$ cat src/rtl/vending_pkg.sv
// vending_pkg: shared state type, coin values and price helpers
// for the multi-item vending controller.
package vending_pkg;

  typedef enum logic [1:0] {
    S_IDLE,
    S_COLLECT,
    S_VEND,
    S_CHANGE
  } state_e;

  localparam int NICKEL_VAL  = 1;
  localparam int DIME_VAL    = 2;
  localparam int QUARTER_VAL = 5;

  // Upper bound on the packed price vector handled by the helpers.
  localparam int PRICE_VEC_MAX = 1024;

  // Item i costs i+1 units.
  function automatic logic [PRICE_VEC_MAX-1:0] default_prices(
    input int n,
    input int cw
  );
    logic [PRICE_VEC_MAX-1:0] v;
    v = '0;
    for (int i = 0; i < n; i++) begin
      v = v | (PRICE_VEC_MAX'(i + 1) << (i * cw));
    end
    return v;
  endfunction

  function automatic logic [31:0] price_of(
    input logic [PRICE_VEC_MAX-1:0] prices,
    input int                       idx,
    input int                       cw
  );
    logic [PRICE_VEC_MAX-1:0] sh;
    sh = prices >> (idx * cw);
    return sh[31:0] & ((32'd1 << cw) - 32'd1);
  endfunction

endpackage

$ cat src/rtl/vending_if.sv
// vending_if: coin mechanism / selector / dispenser bundle
// between the machine front end and the controller.
interface vending_if #(
  parameter int ITEM_W   = 4,
  parameter int CREDIT_W = 8
);

  logic [ITEM_W-1:0]   item_number;
  logic                select;
  logic                restock;
  logic                nickel_in;
  logic                dime_in;
  logic                quarter_in;
  logic                cancel;
  logic                dispense;
  logic                nickel_out;
  logic                dime_out;
  logic                coin_reject;
  logic                sold_out;
  logic [CREDIT_W-1:0] credit;
  logic                busy;

  modport master (
    output item_number, select, restock,
    output nickel_in, dime_in, quarter_in, cancel,
    input  dispense, nickel_out, dime_out,
    input  coin_reject, sold_out, credit, busy
  );

  modport slave (
    input  item_number, select, restock,
    input  nickel_in, dime_in, quarter_in, cancel,
    output dispense, nickel_out, dime_out,
    output coin_reject, sold_out, credit, busy
  );

endinterface

$ cat src/rtl/vending_stock_table.sv
// vending_stock_table: one stock counter per product, with
// restock-to-full and single-step decrement.
module vending_stock_table #(
  parameter int NUM_ITEMS = 16,
  parameter int ITEM_W    = 4,
  parameter int STOCK_W   = 4,
  parameter int MAX_STOCK = 10
) (
  input  logic               clk_i,
  input  logic               rst_i,
  input  logic               restock_i,
  input  logic               dec_i,
  input  logic [ITEM_W-1:0]  idx_i,
  input  logic [ITEM_W-1:0]  sel_idx_i,
  output logic [STOCK_W-1:0] stock_o,
  output logic               sel_empty_o
);

  logic [STOCK_W-1:0] stock_q [NUM_ITEMS];
  logic               idx_ok;
  logic               sel_ok;

  assign idx_ok = 32'(idx_i) < 32'(NUM_ITEMS);
  assign sel_ok = 32'(sel_idx_i) < 32'(NUM_ITEMS);

  assign stock_o     = idx_ok ? stock_q[idx_i] : '0;
  assign sel_empty_o = !sel_ok ||
                       (stock_q[sel_idx_i] == '0);

  // Counters fill on reset/restock and drop by one per vend.
  always_ff @(posedge clk_i) begin
    if (rst_i) begin
      for (int i = 0; i < NUM_ITEMS; i++) begin
        stock_q[i] <= STOCK_W'(MAX_STOCK);
      end
    end else begin
      if (restock_i && idx_ok) begin
        stock_q[idx_i] <= STOCK_W'(MAX_STOCK);
      end
      if (dec_i && sel_ok &&
          stock_q[sel_idx_i] != '0) begin
        stock_q[sel_idx_i] <=
          stock_q[sel_idx_i] - STOCK_W'(1);
      end
    end
  end

endmodule

$ cat src/rtl/vending_controller.sv
// vending_controller: multi-item coin-operated vending FSM with
// per-item prices, stock, cancel/refund and serial change return.
module vending_controller
  import vending_pkg::*;
#(
  parameter int NUM_ITEMS  = 16,
  parameter int CREDIT_W   = 8,
  parameter int MAX_CREDIT = 40,
  parameter logic [NUM_ITEMS*CREDIT_W-1:0] PRICES =
    (NUM_ITEMS*CREDIT_W)'(default_prices(NUM_ITEMS, CREDIT_W)),
  parameter int STOCK_W    = 4,
  parameter int MAX_STOCK  = 10
) (
  input logic       clock,
  input logic       reset,
  vending_if.slave  bus
);

  localparam int ITEM_W =
    (NUM_ITEMS > 1) ? $clog2(NUM_ITEMS) : 1;
  localparam int CW1 = CREDIT_W + 1;

  state_e              state_q, state_d;
  logic [CREDIT_W-1:0] credit_q, credit_d;
  logic [ITEM_W-1:0]   sel_q, sel_d;
  logic                sel_vld_q, sel_vld_d;
  logic                dispense_q, dispense_d;
  logic                nickel_q, nickel_d;
  logic                dime_q, dime_d;
  logic                reject_q, reject_d;
  logic                sold_q, sold_d;
  logic                busy_q, busy_d;

  logic [CW1-1:0]      coin_sum;
  logic [CW1-1:0]      credit_sum;
  logic                any_coin;
  logic                coin_fits;
  logic [CREDIT_W-1:0] sel_price;
  logic                can_vend;
  logic                item_in_range;
  logic                item_ok;
  logic [STOCK_W-1:0]  item_stock;
  logic                sel_empty;
  logic                restock_en;
  logic                dec_en;
  logic                chg_go;
  logic [CREDIT_W-1:0] chg_amt;

  vending_stock_table #(
    .NUM_ITEMS (NUM_ITEMS),
    .ITEM_W    (ITEM_W),
    .STOCK_W   (STOCK_W),
    .MAX_STOCK (MAX_STOCK)
  ) u_stock (
    .clk_i       (clock),
    .rst_i       (reset),
    .restock_i   (restock_en),
    .dec_i       (dec_en),
    .idx_i       (bus.item_number),
    .sel_idx_i   (sel_q),
    .stock_o     (item_stock),
    .sel_empty_o (sel_empty)
  );

  assign any_coin = bus.nickel_in | bus.dime_in |
                    bus.quarter_in;

  assign coin_sum =
    (bus.nickel_in  ? CW1'(NICKEL_VAL)  : '0) +
    (bus.dime_in    ? CW1'(DIME_VAL)    : '0) +
    (bus.quarter_in ? CW1'(QUARTER_VAL) : '0);

  assign credit_sum = {1'b0, credit_q} + coin_sum;
  assign coin_fits  = credit_sum <= CW1'(MAX_CREDIT);

  assign sel_price = CREDIT_W'(price_of(
    PRICE_VEC_MAX'(PRICES), int'(sel_q), CREDIT_W));

  assign can_vend = sel_vld_q && (credit_q >= sel_price);

  assign item_in_range =
    32'(bus.item_number) < 32'(NUM_ITEMS);
  assign item_ok = item_in_range && (item_stock != '0);

  // Next state, credit, selection and output pulses.
  always_comb begin
    state_d    = state_q;
    credit_d   = credit_q;
    sel_d      = sel_q;
    sel_vld_d  = sel_vld_q;
    dispense_d = 1'b0;
    nickel_d   = 1'b0;
    dime_d     = 1'b0;
    reject_d   = 1'b0;
    sold_d     = 1'b0;
    restock_en = 1'b0;
    dec_en     = 1'b0;
    chg_go     = 1'b0;
    chg_amt    = credit_q;

    unique case (state_q)
      S_IDLE, S_COLLECT: begin
        if (bus.cancel) begin
          sel_vld_d = 1'b0;
          reject_d  = any_coin;
          chg_go    = (state_q == S_COLLECT);
        end else if (state_q == S_COLLECT &&
                     can_vend) begin
          reject_d = any_coin;
          if (sel_empty) begin
            sold_d    = 1'b1;
            sel_vld_d = 1'b0;
          end else begin
            state_d    = S_VEND;
            dispense_d = 1'b1;
          end
        end else begin
          if (any_coin) begin
            if (coin_fits) begin
              credit_d = credit_sum[CREDIT_W-1:0];
              state_d  = S_COLLECT;
            end else begin
              reject_d = 1'b1;
            end
          end
          if (bus.select) begin
            if (item_ok) begin
              sel_d     = bus.item_number;
              sel_vld_d = 1'b1;
            end else begin
              sold_d = 1'b1;
            end
          end
          restock_en = (state_q == S_IDLE) &&
                       bus.restock && !any_coin &&
                       !bus.select;
        end
      end
      S_VEND: begin
        reject_d  = any_coin;
        dec_en    = 1'b1;
        sel_vld_d = 1'b0;
        chg_go    = 1'b1;
        chg_amt   = credit_q - sel_price;
      end
      S_CHANGE: begin
        reject_d = any_coin;
        chg_go   = 1'b1;
      end
      default: state_d = S_IDLE;
    endcase

    // Pay out the first or next change coin, if any is owed.
    if (chg_go) begin
      unique case (1'b1)
        (chg_amt == '0): begin
          state_d  = S_IDLE;
          credit_d = '0;
        end
        (chg_amt >= CREDIT_W'(DIME_VAL)): begin
          state_d  = S_CHANGE;
          dime_d   = 1'b1;
          credit_d = chg_amt - CREDIT_W'(DIME_VAL);
        end
        default: begin
          state_d  = S_CHANGE;
          nickel_d = 1'b1;
          credit_d = chg_amt - CREDIT_W'(NICKEL_VAL);
        end
      endcase
    end

    busy_d = (state_d == S_VEND) ||
             (state_d == S_CHANGE);
  end

  // State, credit, selection and registered outputs.
  always_ff @(posedge clock) begin
    if (reset) begin
      state_q    <= S_IDLE;
      credit_q   <= '0;
      sel_q      <= '0;
      sel_vld_q  <= 1'b0;
      dispense_q <= 1'b0;
      nickel_q   <= 1'b0;
      dime_q     <= 1'b0;
      reject_q   <= 1'b0;
      sold_q     <= 1'b0;
      busy_q     <= 1'b0;
    end else begin
      state_q    <= state_d;
      credit_q   <= credit_d;
      sel_q      <= sel_d;
      sel_vld_q  <= sel_vld_d;
      dispense_q <= dispense_d;
      nickel_q   <= nickel_d;
      dime_q     <= dime_d;
      reject_q   <= reject_d;
      sold_q     <= sold_d;
      busy_q     <= busy_d;
    end
  end

  assign bus.dispense    = dispense_q;
  assign bus.nickel_out  = nickel_q;
  assign bus.dime_out    = dime_q;
  assign bus.coin_reject = reject_q;
  assign bus.sold_out    = sold_q;
  assign bus.credit      = credit_q;
  assign bus.busy        = busy_q;

endmodule
$ cat src/flat_wrapper.sv
// flat-port wrapper written by rule: the top's interface ports become plain ports
module vending_controller_flat import vending_pkg::*;
#(
  parameter int NUM_ITEMS  = 16,
  parameter int CREDIT_W   = 8,
  parameter int MAX_CREDIT = 40,
  parameter logic [NUM_ITEMS*CREDIT_W-1:0] PRICES =
    (NUM_ITEMS*CREDIT_W)'(default_prices(NUM_ITEMS, CREDIT_W)),
  parameter int STOCK_W    = 4,
  parameter int MAX_STOCK  = 10
)
  (clock, reset, bus_item_number, bus_select, bus_restock, bus_nickel_in, bus_dime_in, bus_quarter_in, bus_cancel, bus_dispense, bus_nickel_out, bus_dime_out, bus_coin_reject, bus_sold_out, bus_credit, bus_busy);
  vending_if #(.CREDIT_W(CREDIT_W)) bus_i ();
  input logic clock;
  input logic reset;
  input wire logic [$bits(bus_i.item_number)-1:0] bus_item_number;
  input wire logic [$bits(bus_i.select)-1:0] bus_select;
  input wire logic [$bits(bus_i.restock)-1:0] bus_restock;
  input wire logic [$bits(bus_i.nickel_in)-1:0] bus_nickel_in;
  input wire logic [$bits(bus_i.dime_in)-1:0] bus_dime_in;
  input wire logic [$bits(bus_i.quarter_in)-1:0] bus_quarter_in;
  input wire logic [$bits(bus_i.cancel)-1:0] bus_cancel;
  output wire logic [$bits(bus_i.dispense)-1:0] bus_dispense;
  output wire logic [$bits(bus_i.nickel_out)-1:0] bus_nickel_out;
  output wire logic [$bits(bus_i.dime_out)-1:0] bus_dime_out;
  output wire logic [$bits(bus_i.coin_reject)-1:0] bus_coin_reject;
  output wire logic [$bits(bus_i.sold_out)-1:0] bus_sold_out;
  output wire logic [$bits(bus_i.credit)-1:0] bus_credit;
  output wire logic [$bits(bus_i.busy)-1:0] bus_busy;
  assign bus_i.item_number = bus_item_number;
  assign bus_i.select = bus_select;
  assign bus_i.restock = bus_restock;
  assign bus_i.nickel_in = bus_nickel_in;
  assign bus_i.dime_in = bus_dime_in;
  assign bus_i.quarter_in = bus_quarter_in;
  assign bus_i.cancel = bus_cancel;
  assign bus_dispense = bus_i.dispense;
  assign bus_nickel_out = bus_i.nickel_out;
  assign bus_dime_out = bus_i.dime_out;
  assign bus_coin_reject = bus_i.coin_reject;
  assign bus_sold_out = bus_i.sold_out;
  assign bus_credit = bus_i.credit;
  assign bus_busy = bus_i.busy;
  vending_controller #(.NUM_ITEMS(NUM_ITEMS), .CREDIT_W(CREDIT_W), .MAX_CREDIT(MAX_CREDIT), .PRICES(PRICES), .STOCK_W(STOCK_W), .MAX_STOCK(MAX_STOCK)) u_core (.clock(clock), .reset(reset), .bus(bus_i));
endmodule
$ cat config.mk
export PLATFORM = sky130hd
export DESIGN_NAME = vending_controller_flat
export DESIGN_NICKNAME = d
export VERILOG_FILES = /design/src/rtl/vending_pkg.sv /design/src/rtl/vending_if.sv /design/src/rtl/vending_stock_table.sv /design/src/rtl/vending_controller.sv /design/src/flat_wrapper.sv
export SDC_FILE = /design/constraint.sdc
export NUM_CORES = 1
export LEC_CHECK = 0
export ABC_AREA = 1
export BUFFER_PORTS_ARGS = -buffer_cell sky130_fd_sc_hd__clkbuf_2
export CAP_MARGIN = 20
export CORE_UTILIZATION = 30
export CTS_CLUSTER_SIZE = 20
export DETAILED_ROUTE_END_ITERATION = 7
export PLACE_DENSITY = 0.46
export SYNTH_ARGS = -nofsm -noshare
export SYNTH_HDL_FRONTEND = slang
export SYNTH_HIERARCHICAL = 1
export SYNTH_SLANG_ARGS = --single-unit
export TNS_END_PERCENT = 20
$ cat constraint.sdc
create_clock -name clock -period 2.71 [get_ports clock]
set_input_delay 0.542 -clock clock [delete_from_list [all_inputs] [get_ports clock]]
set_output_delay 0.542 -clock clock [all_outputs]
set_load 0.02 [all_outputs]
# After elaboration in Yosys (flattened, before gate mapping)
# Memory sizes are Yosys's and may differ from the RTL's. A register that Yosys moved wholly into a read port is not among the register bits.
# Index checks and enable logic that the tools add are counted.
dict set report totals {
  register_bits 21
  latchBits 0
  mem_bits_rw 64
  mem_bits_ro 0
  input_bits 12
  output_inout_bits 14
  wordCells 126
  memories 1
}
dict set report op_classes {
  n_addsub 7
  mul 0
  n_div 0
  n_lt_le_gt_ge 3
  n_eq_ne 10
  n_shift 1
  mux 59
  bitwise_logic 6
  reduce_logical 29
}
# name words width rd rd_ports_with_merged_regs wr line_no
set memory_table {}
lappend memory_table {u_core.u_stock.stock_q 16 4 2 1 16 vending_stock_table.sv:19} ;# logic [STOCK_W-1:0] stock_q [NUM_ITEMS];
# cell count
set ops {}
lappend ops {{right shift 125 x 7 -> 8 bit (first input constant)} 1}
lappend ops {{two-way mux 8 bit} 7}
lappend ops {{two-way mux 1 bit} 32}
lappend ops {{two-way mux 4 bit} 6}
lappend ops {{adder 9 bit} 2}
lappend ops {{two-way mux 2 bit} 9}
lappend ops {{one-hot mux 8 bit (2 select lines)} 1}
lappend ops {{OR reduction 4 bit} 3}
lappend ops {{AND reduction 5 bit} 2}
lappend ops {{adder 8 x 9 -> 9 bit} 1}
lappend ops {{less-or-equal comparator 9 x 6 -> 1 bit (second input constant)} 1}
lappend ops {{equality test 2 bit (second input constant)} 4}
lappend ops {{greater-or-equal comparator 8 x 2 -> 1 bit (second input constant)} 1}
lappend ops {{greater-or-equal comparator 8 bit} 1}
lappend ops {{logical NOT 8 bit} 1}
lappend ops {{!= test 4 x 3 -> 1 bit (second input constant)} 2}
lappend ops {{nonzero test 2 bit} 4}
lappend ops {{nonzero test 4 bit} 2}
lappend ops {{OR reduction 2 bit} 4}
lappend ops {{subtractor 8 x 1 -> 8 bit (second input constant)} 1}
lappend ops {{subtractor 8 x 2 -> 8 bit (second input constant)} 1}
lappend ops {{subtractor 8 bit} 1}
lappend ops {{logical AND 1 bit} 6}
lappend ops {{one-hot mux 1 bit (2 select lines)} 3}
lappend ops {{other kinds (13)} 19}

# Logic depth before layout (Yosys ltp)
dict set report logic_depth {
  word_depth 14
  ltp_mapped 23
  ltp_nobuf 23
}

# By module
# The synthesis kept the hierarchy.
# mod instances cells_each area_each_um2 seq_area_each_um2
set modules_own_cells {}
lappend modules_own_cells {vending_stock_table 1 540 4162.7 1921.8}
lappend modules_own_cells {vending_controller 1 309 1949.4 420.4}

# Worst setup path after synthesis
# No wires, ideal clock.
dict set report synth_timing {
  path_kind {reg2reg}
  from {register u_core.sel_q[0]}
  to {register u_core.credit_q[7] (netlist: u_core/bus.credit[7])}
  setup_time_ns 0.128
  t_arrival_ns 2.816
  required_time_ns 2.582
  slack_ns -0.234
  stages_incl_launch_ff 23
  path_buffers 0
  synth_period_minus_slack_ns 2.944
  path_cell_list {dfxtp_1 -> inv_1 -> ha_1 -> or2_2 -> ha_1 -> fa_1 -> nand2_1 -> nand3_1 -> o21ai_0 -> inv_1 -> ha_1 -> nand3_1 -> nand2_1 -> inv_1 -> nand3_1 -> nor2_1 -> nand2_1 -> nand2_1 -> nand2_1 -> nand2_1 -> nand2_1 -> nand2_1 -> a21oi_2}
}
dict set report synth_via {
  elab_chain_cells 6
  elab_cells_between_ends 14
  cone_classes {add/sub (3); order compare (2); eq/ne (1); shift (1); mux (3); reduce/logical (4)}
}
# element line_no
set synth_rtl {}
lappend synth_rtl {{start: declaration} vending_controller.sv:25} ;# logic [ITEM_W-1:0] sel_q, sel_d;
lappend synth_rtl {{start signal: assignment} vending_controller.sv:193} ;# sel_q <= sel_d;
lappend synth_rtl {{right shift 125 x 7 -> 8 bit (*)} vending_pkg.sv:38} ;# sh = prices >> (idx * cw);
lappend synth_rtl {{subtractor 8 bit / greater-or-equal comparator 8 bit (equally long branches)} {vending_controller.sv:144, vending_controller.sv:79}}
lappend synth_rtl {{two-way mux 8 bit / logical AND 1 bit (equally long branches)} {vending_controller.sv:101, vending_controller.sv:79}}
lappend synth_rtl {{subtractor 8 x 1 -> 8 bit (tied with other cells)} vending_controller.sv:168} ;# credit_d = chg_amt - CREDIT_W'(NICKEL_VAL);
lappend synth_rtl {{one-hot mux 8 bit (2 select lines) / != test 2 x 1 -> 1 bit (equally long branches)} n/a}
lappend synth_rtl {{two-way mux 8 bit / AND reduction 5 bit (equally long branches)} n/a}
lappend synth_rtl {{end signal: assignment} vending_controller.sv:192} ;# credit_q <= credit_d;
lappend synth_rtl {{end: declaration} vending_controller.sv:24} ;# logic [CREDIT_W-1:0] credit_q, credit_d;
# Mark *: on every way between the ends. The rest lies on a longest branch, timed or not.
# A chain may end at the register's enable or synchronous reset.

# Worst setup path in the final report
dict set report layout_timing {
  from {register u_core.sel_q[0]}
  to {register u_core.credit_q[3] (netlist: u_core/bus.credit[3])}
}
# Same word-level chain as after synthesis.

==> metrics <==
register area share after synthesis=0.383; CTS tree=built; Worst Path Arrival=around 3.1 ns; max_slew headroom=0.699; worst-path cell chain=inv_6 -> ha_4 -> or2_4 -> ha_4 -> fa_2 -> o21ai_4 -> inv_4 -> buf_4 -> ha_2 -> nand2_2 -> nor2_2 -> buf_6 -> nor2_8 -> nand2_1 -> nand2_1 -> nand2_2 -> a21oi_2; Place WS=-0.243 ns; syn_area_per_cell=just over 7 um2; row count=51; Mapped Area=0.00611 mm2; die height=145 um; Iter 0 DRT Violations=between 300 and 400; core area=0.0197 mm2; RSZ-0062 raised after global routing=yes; final setup fails=5; slowest stage delay, CP=roughly 0.43 ns; synth unique cells=41; TritonRoute pass-1 iters=5; Die ar.=~0.021 mm2; Total Routed Length=between 15000 and 20000 um; GRT Overall Usage=0.194; worst hold slack=approximately 0.46 ns; power per cell area=between 900 and 1000 mW/mm2; DRC viols=0; Worst-Margin Slew=0.451 ns; Post-Syn Nets=880; Worst Path Class, Setup=reg2reg; Pwr Total=around 7 mW; fillers=2112; Clock Skew=0.0154 ns; share of cells above drive strength 1=0.269; GRT overflow=0; synth top area cells=edfxtp_1 (31%), nand2_1 (20%), nand3_1 (7.5%), dfxtp_1 (6.9%), nor2_1 (5.2%); Hold/Removal Path Class=in2reg; first-pass GRT wire length=roughly 30000 um; startpoint types=register; clk_lat worst skew=0.36 ns; number of global-route vias before repair=5545; family with the most delay on the worst path=adder cells; CP Max Fanout=5; DR WL/cell=between 15 and 20 um; Final Max Tran Viols=0; Yosys reg bits=85; final setup margin=-0.0588 ns; critical path's slowest cell=fa_2; area delta synth->final=26.7%; fmax=about 360 MHz; initial antenna violation count=0; Req. time, crit path=2.99 ns; CP bufs+invs=4; DR vias=between 5k and 6k; final layout net count=989; max cap viols=0; I/O pin total=26; Antenna Nets Post-Route=0; Starting Density=0.310; TNS Setup=-0.156 ns; Die X=145 um; Root Driver=clkbuf_16; multi-input logic area=0.00351 mm2; number of H-tree levels=3; most common cell after layout, fill and taps aside=nand2_1; Max clock buf depth=2; CTS Buf Count=9; dpl hpwl=around 15000 um; largest net degree at the start of global routing=38; cell leakage power=~3.5 nW; antenna cell count=0; IO buf count=25; Seq. cell area=around 0.0023 mm2; area leader, netlist=edfxtp_1; Placer Congestion=0.885; Final Util=0.393; yosys warns=6; commonest non-fill, non-tap cells in the layout=nand2_1 (303), buf_4 (99), nand3_1 (85), nor2_1 (78), edfxtp_1 (64); clk sinks=85; Final Hold Viols=0; share of the synthesized area in the top cell type=0.314; Cells after Synth=849; peak supply drop=between 0.0006 and 0.0007 V; Clk pin slew, worst setup/hold paths=roughly 0.07 ns; run status=finished, violations left; period utilization=1.02; CP endpoint kind=register; vias per cell=~4.7; crit path time final=2.77 ns; failing checks=setup timing
## state kept, by name, summed over array words and instances, names as in the netlist
name                    flops
u_core/u_stock/stock_q     64
u_core/sel_vld_q            1
u_core/bus.busy             1
u_core/sel_q                4
u_core/bus.dispense         1
u_core/bus.dime_out         1
u_core/bus.coin_reject      1
u_core/bus.sold_out         1
u_core/bus.credit           8
u_core/state_q              2
u_core/bus.nickel_out       1
## path summary, 6_finish.rpt
kind                    start  cells past startpoint                    to  slack [ns]
max           u_core/sel_q[0]                     17  u_core/bus.credit[3]       -0.06
min                bus_select                      3   u_core/bus.sold_out        0.46
max reg2reg   u_core/sel_q[0]                     17  u_core/bus.credit[3]       -0.06
min reg2reg  u_core/sel_vld_q                      2      u_core/sel_vld_q        0.50
## power by group
part	internal (mW)	switching [mW]	leakage, nW
Combinational	1.75	2.53	2.67
Clock	0.652	0.594	0.144
Sequential	1.51	0.108	0.721
## routing by layer
| metal | GRT usage | share of wire | up-vias | wire [um] |
|---|---|---|---|---|
| met3 | 0.0385 | 0.052 | 21 | 998 |
| met2 | 0.297 | 0.44 | 127 | 8370 |
| met1 | 0.277 | 0.50 | 2696 | 9450 |
| li1 | - | - | 2980 | - |
| met4 | 0.0521 | 0.013 | 0 | 248 |
| met5 | 0 | 0 | - | 0 |
## through the flow
stage | area (um2) | instances
after global placement | 7100 | 1202
after CTS | 7520 | 1222
final | 7740 | 1228
after global routing | 7740 | 1228
after floorplan | 6140 | 849
after detailed placement | 7100 | 1202
## kinds of logic (layout without fill, tap and decap cells)
logic type	Yosys count	count (layout)	share of synthesized area
adder cells (fa/ha/maj)	19	19	0.0426
buffers and inverters	113	227	0.0827
flip-flops	85	85	0.383
AO/OA/AOI/OAI	72	72	0.0714
XOR/XNOR	7	7	0.0131
AND/OR/NAND/NOR	553	553	0.407
## cell usage after synthesis
library cell and instances:
o211ai_1 3, fa_1 3, dfxtp_1 21, xnor2_1 1
nand3_2 2, inv_1 66, o21ai_0 17, buf_4 3
nand2_4 1, o21ai_1 2, edfxtp_1 64, a21boi_0 1
a21oi_2 5, buf_6 6, nor3_1 10, ha_1 16
a22oi_1 16, nor2_1 85, nand3_4 10, a21oi_1 25
nor2_2 4, a31oi_1 1, o31ai_1 1, inv_2 14
nand3_1 91, buf_1 2, nor4_1 1, or2_2 4
nand2_1 320, buf_12 1, nand2b_1 1, buf_2 7
nand4_1 11, nor2_4 3, clkbuf_1 12, nor2_8 2
xor2_1 5, xor2_4 1, o21ai_2 1, clkinv_1 2
nand2_2 8
## what timing repair did
action | in CTS | in global routing
resized for setup | 27 | 59
setup endpoints to repair | 41 | 102
buffers inserted | 4 | 7
pin swaps | 15 | 24
hold buffers | 0 | 0
## final cells by class
cell class	instances	share of cell area
multi-input cells	651	0.453
clock buffers	9	0.0291
repair buffers	129	0.121
well taps	265	0.0428
flip-flops and latches	85	0.304
clock inverters	7	0.00905
inverters	82	0.0420
## tightest hold or removal path, stage by stage
cell	delay (ns)
clkbuf_2	0.09
nand3_1	0.07
a21boi_1	0.06
Note: power is estimated with default switching activity, not from simulation.
